**config.mk**
```make
export PLATFORM = sky130hd
export DESIGN_NAME = tdc_multichannel_core
export DESIGN_NICKNAME = d
export VERILOG_FILES = /design/src/rtl/tdc_multichannel_core.sv
export SDC_FILE = /design/constraint.sdc
export NUM_CORES = 1
export LEC_CHECK = 0
export CAP_MARGIN = 20
export CORE_MARGIN = 2
export CORE_UTILIZATION = 58
export DETAILED_ROUTE_END_ITERATION = 10
export PLACE_DENSITY = 0.8
export SLEW_MARGIN = 25
export SYNTH_ARGS = -nofsm -noshare
export SYNTH_HDL_FRONTEND = slang
export SYNTH_SLANG_ARGS = --single-unit
```
**constraint.sdc**
```tcl
create_clock -name clk -period 3.4 [get_ports clk]
set_input_delay 0.34 -clock clk [delete_from_list [all_inputs] [get_ports clk]]
set_output_delay 0.34 -clock clk [all_outputs]
set_load 0.005 [all_outputs]
```
**src/rtl/tdc_multichannel_core.sv**
```systemverilog
// rtl/tdc_multichannel_core.sv - multi-channel coarse/fine TDC core with shared result FIFO
//
// One start pulse arms a run. A coarse counter then counts clk cycles until every
// channel has stopped or the counter saturates. Each stop captures a record of
// {timeout, ch_id, coarse, popcount(thermometer)}. Records are serialised into a
// first-word-fallthrough FIFO and drained over a valid/ready stream.
//
// Ports:
//   clk, rst    system clock, asynchronous active-high reset
//   start_i     single-cycle start pulse (ignored while a run is in progress)
//   stop_i      per-channel stop pulses
//   fine_i      per-channel thermometer snapshots, channel c at [c*FINE_TAPS +: FINE_TAPS]
//   ovf_clr_i   clears the sticky overflow flag
//   res_valid   FIFO not empty
//   res_ready   consumer accepts head record
//   res_data    head record {timeout, ch_id, coarse, fine}
//   busy        run in progress
//   ovf         sticky: a record was dropped
module tdc_multichannel_core #(
   parameter int NUM_CH     = 2,
   parameter int COARSE_W   = 12,
   parameter int FINE_TAPS  = 16,
   parameter int FIFO_DEPTH = 4,
   localparam int CH_W      = (NUM_CH > 1) ? $clog2(NUM_CH) : 1,
   localparam int FINE_W    = $clog2(FINE_TAPS + 1),
   localparam int REC_W     = 1 + CH_W + COARSE_W + FINE_W
) (
   input  logic                        clk,
   input  logic                        rst,
   input  logic                        start_i,
   input  logic [NUM_CH-1:0]           stop_i,
   input  logic [NUM_CH*FINE_TAPS-1:0] fine_i,
   input  logic                        ovf_clr_i,
   output logic                        res_valid,
   input  logic                        res_ready,
   output logic [REC_W-1:0]            res_data,
   output logic                        busy,
   output logic                        ovf
);

   localparam int PTR_W = $clog2(FIFO_DEPTH);

   typedef enum logic {S_IDLE, S_RUN} state_t;

   state_t               state_q, state_d;
   logic [COARSE_W-1:0]  coarse_q, coarse_d;
   logic [NUM_CH-1:0]    hit_q, hit_d;
   logic [NUM_CH-1:0]    pending_q, pending_d;
   logic [NUM_CH-1:0]    accept, clr_mask;
   logic [REC_W-1:0]     cap_q [NUM_CH];
   logic [REC_W-1:0]     cap_d [NUM_CH];
   logic                 ovf_q, ovf_d;
   logic                 drop, coarse_max;

   logic [REC_W-1:0]     mem [FIFO_DEPTH];
   logic [PTR_W-1:0]     wr_ptr_q, rd_ptr_q;
   logic [PTR_W:0]       count_q, count_d;
   logic                 full, pop, push_en;
   logic [REC_W-1:0]     push_data;

   // Bubble-tolerant fine code: count of ones, not position of the edge.
   function automatic logic [FINE_W-1:0] popcount(input logic [FINE_TAPS-1:0] v);
      logic [FINE_W-1:0] n;
      n = '0;
      for (int i = 0; i < FINE_TAPS; i++) begin
         n = n + FINE_W'(v[i]);
      end
      return n;
   endfunction

   assign full      = (count_q == (PTR_W+1)'(FIFO_DEPTH));
   assign res_valid = (count_q != '0);
   assign pop       = res_valid && res_ready;
   assign res_data  = res_valid ? mem[rd_ptr_q] : '0;
   assign busy      = (state_q == S_RUN);
   assign ovf       = ovf_q;
   assign coarse_max = (coarse_q == {COARSE_W{1'b1}});

   always_comb begin
      state_d   = state_q;
      coarse_d  = coarse_q;
      hit_d     = hit_q;
      cap_d     = cap_q;
      accept    = '0;
      clr_mask  = '0;
      push_data = '0;
      drop      = 1'b0;

      // Lowest-index pending channel wins; scanning downwards leaves the lowest last.
      for (int c = NUM_CH - 1; c >= 0; c--) begin
         if (pending_q[c]) begin
            push_data = cap_q[c];
            clr_mask  = '0;
            clr_mask[c] = 1'b1;
         end
      end
      // A full FIFO still takes a push when the head is popped on the same edge.
      push_en = (|pending_q) && (!full || pop);
      if (!push_en) begin
         clr_mask = '0;
      end

      case (state_q)
         S_IDLE: begin
            if (start_i) begin
               state_d  = S_RUN;
               coarse_d = '0;
               hit_d    = '0;
            end
         end
         S_RUN: begin
            for (int c = 0; c < NUM_CH; c++) begin
               if (!hit_q[c] && (stop_i[c] || coarse_max)) begin
                  hit_d[c] = 1'b1;
                  // A capture register being drained this very cycle is free again.
                  if (pending_q[c] && !clr_mask[c]) begin
                     drop = 1'b1;
                  end else begin
                     accept[c] = 1'b1;
                     if (stop_i[c]) begin
                        cap_d[c] = {1'b0, CH_W'(c), coarse_q,
                                    popcount(fine_i[c*FINE_TAPS +: FINE_TAPS])};
                     end else begin
                        cap_d[c] = {1'b1, CH_W'(c), {COARSE_W{1'b1}}, {FINE_W{1'b0}}};
                     end
                  end
               end
            end
            if ((&hit_d) || coarse_max) begin
               state_d = S_IDLE;
            end else begin
               coarse_d = coarse_q + 1'b1;
            end
         end
         default: state_d = S_IDLE;
      endcase

      pending_d = (pending_q & ~clr_mask) | accept;
      // Set has priority over clear.
      ovf_d     = drop ? 1'b1 : (ovf_clr_i ? 1'b0 : ovf_q);
      count_d   = count_q + (PTR_W+1)'(push_en) - (PTR_W+1)'(pop);
   end

   always_ff @(posedge clk or posedge rst) begin
      if (rst) begin
         state_q   <= S_IDLE;
         coarse_q  <= '0;
         hit_q     <= '0;
         pending_q <= '0;
         ovf_q     <= 1'b0;
         wr_ptr_q  <= '0;
         rd_ptr_q  <= '0;
         count_q   <= '0;
         for (int c = 0; c < NUM_CH; c++) begin
            cap_q[c] <= '0;
         end
      end else begin
         state_q   <= state_d;
         coarse_q  <= coarse_d;
         hit_q     <= hit_d;
         pending_q <= pending_d;
         ovf_q     <= ovf_d;
         cap_q     <= cap_d;
         count_q   <= count_d;
         if (push_en) begin
            wr_ptr_q <= wr_ptr_q + 1'b1;
         end
         if (pop) begin
            rd_ptr_q <= rd_ptr_q + 1'b1;
         end
      end
   end

   // Storage needs no reset: res_data is gated by res_valid.
   always_ff @(posedge clk) begin
      if (push_en) begin
         mem[wr_ptr_q] <= push_data;
      end
   end

endmodule
```
==> results.txt <==
----------------------------------------------------
[Setup path]
  Startpoint of the worst register-to-register path ... count_q[1]
  Setup slack, reg-to-reg ... 0.80 ns
  Critical path startpoint category ... primary input
  Critical Path AT ... 3.58 ns
  Critical path capture point ... cap_q[4]
  Worst reg2reg endpoint ... count_q[2]
  Setup Crit Path Kind ... in2reg
  Required time at the endpoint of the critical path ... approximately 3.7 ns
  Critical Path End Type ... register
  Cells on worst reg2reg path ... 10
  CP Launch Point ... fine_i[19]
  Top fanout value on the critical path ... 2

[STA]
  Final Critical Period ... 3.29 ns
  Pins over their slew limit ... 0
  Final worst slack ... 0.112 ns
  Crit share post-route ... 0.967
  Measured slew at the worst slew-check pin ... roughly 0.76 ns
  Achievable Freq ... 304 MHz
  Max-slew headroom ... 0.494
  Total negative slack ... 0 ns
  Final count of negative-setup-slack endpoints ... 0
  Unrepaired setup endpoints after global routing ... no
  Final hold violation count ... 0
  Final Skew ... ~0.0095 ns

[Die]
  Effective utilization at floorplan ... 0.592
  Width of the die ... between 100 and 150 um
  Cell row count ... 39
  Overall die area ... ~13000 um2
  Total I/O pin count ... 61
  Floorplan core area ... 11400 um2
  Vertical extent of the die ... 112 um

[Finish]
  Post-route cell area ... 8180 um2
  Share of final-layout standard cells stronger than drive strength 1 ... 0.167
  Antenna diode count ... 0
  Layout Nets ... 644
  Combined area of the multi-input logic cells ... 2620 um2
  Synth-to-Final Area Change ... 20.9%
  Final core utilization ... 0.716
  Commonest cells after routing, fill and taps aside ... sky130_fd_sc_hd__edfxtp_1 (76), sky130_fd_sc_hd__dfrtp_1 (62), sky130_fd_sc_hd__inv_1 (57)
  Total area of sequential cells ... 3830 um2
  Fillers ... between 700 and 800
  Most common cell after layout, fill and taps aside ... sky130_fd_sc_hd__edfxtp_1

[Clock network]
  Max Root-Sink Buffers ... 2
  Post-CTS Repair Setup Buffers ... 0
  Clock sink count ... 138
  CTS tree ... done
  Number of buffers created by CTS ... 17
  CTS HTree Levels ... 4
  Cell chosen for the clock root ... sky130_fd_sc_hd__clkbuf_16
  CTS Hold Bufs ... 0
  Later-pin clock latency in the skew report ... 0.42 ns
  Clock slew seen by the registers of the worst setup and hold paths ... 0.06 ns

[Pwr]
  IR Drop Worst-Case VDD ... approximately 0.00064 V
  Total net switching power ... 2.11 mW
  Switching power share of the total ... 0.301
  Total internal power ... 4.88 mW
  Logic pwr share ... 0.361
  Sequential share of power ... 0.374
  Leakage Power ... 3.41 nW
  Power Dens Cells ... 854 nW/um2
  Clock group share of total power ... 0.264

[Drt]
  Final wirelength ... 12.9 mm
  DR vias ... slightly above 4000
  Routed wire length per instance ... 17.9 um
  DRC marker count from the first detailed-route iteration ... 235
  DR pass1 iterations ... 5
  Vias per Instance ... approximately 5.7
  Post-route DRC ... 0
  Count of nets left with antenna violations after detail routing ... 0

[Placed design]
  Total placed instance area ... 7580 um2
  Number of I/O port buffers ... 60
  Half-perimeter wire length after detailed placement ... approximately 8.7 mm
  Placement-stage worst setup slack ... -0.594 ns
  Gpl congestion ... 0.856

[Yosys]
  EDFF count, synth ... 76
  Flip-flop and latch count after synthesis ... between 100 and 150
  Commonest register cell after synthesis ... sky130_fd_sc_hd__edfxtp_1
  Synth warn ... 0
  Register area share after synthesis ... 0.567
  Synthesized Nets ... 568
  Syn avg cell area ... roughly 14 um2
  Count of mapped cells out of synthesis ... 491
  Mapped cell area ... roughly 6800 um2
  Unique masters post-synth ... between 50 and 60
  Post-synth ARST share ... 0.449

[Global route]
  Largest net degree at the start of global routing ... 27
  Global-route congestion overflow total ... 0
  Wire length of the first global-routing pass ... 21.7 mm
  GRT Overall Usage ... 0.227
  Via count of the first global-routing pass ... 4281
  Antenna violations before repair ... 0

[Job]
  Max-cap violations ... 0

[Run status]
  Result of the run ... complete, no violations

[Hold path]
  Worst min path class ... in2async

----------------------------------------------------
## area by class of cell
cell class	instances	area share
flip-flops and latches	138	0.469
multi-input cells	269	0.321
repair buffers	77	0.0864
clock buffers	22	0.0555
inverters	64	0.0294
well taps	143	0.0219
clock inverters	10	0.0173
## logic make-up (layout without fill, tap and decap cells)
kind of cell	Yosys count	count (layout)	share of synthesized area
fa+ha+maj	38	38	0.0936
xor+xnor	8	8	0.0104
mux	40	40	0.0997
compound gates	82	82	0.0933
simple gates	101	101	0.0870
buf+inv	84	173	0.0490
flops	138	138	0.567
## power by group through the flow
stage / combinational (mW) / clock, mW / sequential [mW]
floorplan: 1.69 / 0 / 2.53
global placement: 2.41 / 0 / 2.59
detailed placement: 2.50 / 0 / 2.63
CTS: 2.57 / 1.86 / 2.61
global route: 2.81 / 1.94 / 2.67
finish: 2.52 / 1.85 / 2.62
## timing repair
| item | CTS | global route |
|---|---|---|
| gates resized for setup | 31 | 0 |
| endpoints found under the setup margin | 8 | 3 |
| pin swaps | 19 | 5 |
## cells in the mapped netlist, types with 9 or more instances
master / instances / area share
sky130_fd_sc_hd__nand2_1: 19 / 0.011
sky130_fd_sc_hd__fa_1: 21 / 0.062
sky130_fd_sc_hd__inv_1: 64 / 0.036
sky130_fd_sc_hd__edfxtp_1: 76 / 0.34
sky130_fd_sc_hd__dfrtp_1: 62 / 0.23
sky130_fd_sc_hd__ha_1: 17 / 0.031
sky130_fd_sc_hd__nand2b_1: 18 / 0.017
sky130_fd_sc_hd__o22a_1: 9 / 0.012
sky130_fd_sc_hd__mux2_2: 9 / 0.015
sky130_fd_sc_hd__nor2_1: 11 / 0.0061
sky130_fd_sc_hd__mux4_2: 19 / 0.063
sky130_fd_sc_hd__a22o_1: 21 / 0.027
sky130_fd_sc_hd__and2_1: 27 / 0.025
sky130_fd_sc_hd__clkbuf_1: 11 / 0.0061
sky130_fd_sc_hd__a21oi_1: 12 / 0.0089
## registers in the layout, indices dropped and copies added, names as in the netlist
name,flops
busy,1
rd_ptr_q,2
wr_ptr_q,2
mem,76
cap_q,37
count_q,3
ovf,1
hit_q,2
pending_q,2
coarse_q,12
## critical path: stages
cell	delay, ns
sky130_fd_sc_hd__dlygate4sd2_1	0.21
sky130_fd_sc_hd__inv_2	0.04
sky130_fd_sc_hd__fa_1	0.49
sky130_fd_sc_hd__fa_1	0.54
sky130_fd_sc_hd__fa_1	0.43
sky130_fd_sc_hd__fa_1	0.51
sky130_fd_sc_hd__inv_2	0.05
sky130_fd_sc_hd__ha_4	0.15
sky130_fd_sc_hd__fa_2	0.36
sky130_fd_sc_hd__a21oi_2	0.13
sky130_fd_sc_hd__nor2_1	0.06
sky130_fd_sc_hd__mux2_4	0.26
## metrics by stage
step	hold WS (ns)	total power [mW]	cells
3_5_place_dp	0.479	5.14	691
6_report	0.286	6.99	723
3_3_place_gp	0.442	5.01	691
2_1_floorplan	0.425	4.22	491
4_1_cts	0.297	7.05	723
5_1_grt	0.330	7.41	723
## metal layers
layer	share of wire	GRT usage	wire length, um
met1	0.43	0.298	5540
met2	0.51	0.378	6600
met3	0.043	0.0561	562
met4	0.018	0.0707	227
met5	0	0	0
## how the worst min path moves through the flow
stage          startpoint           to  slack (ns)  cells after the start
2_1_floorplan   cap_q[17]    cap_q[17]        0.43                      1
3_3_place_gp    cap_q[17]    cap_q[17]        0.44                      1
3_5_place_dp    cap_q[17]    cap_q[17]        0.48                      1
4_1_cts               rst  coarse_q[8]        0.30                      2
5_1_grt               rst  coarse_q[8]        0.33                      2
6_report              rst  coarse_q[6]        0.29                      2
Power figures use the tool's default switching activity.
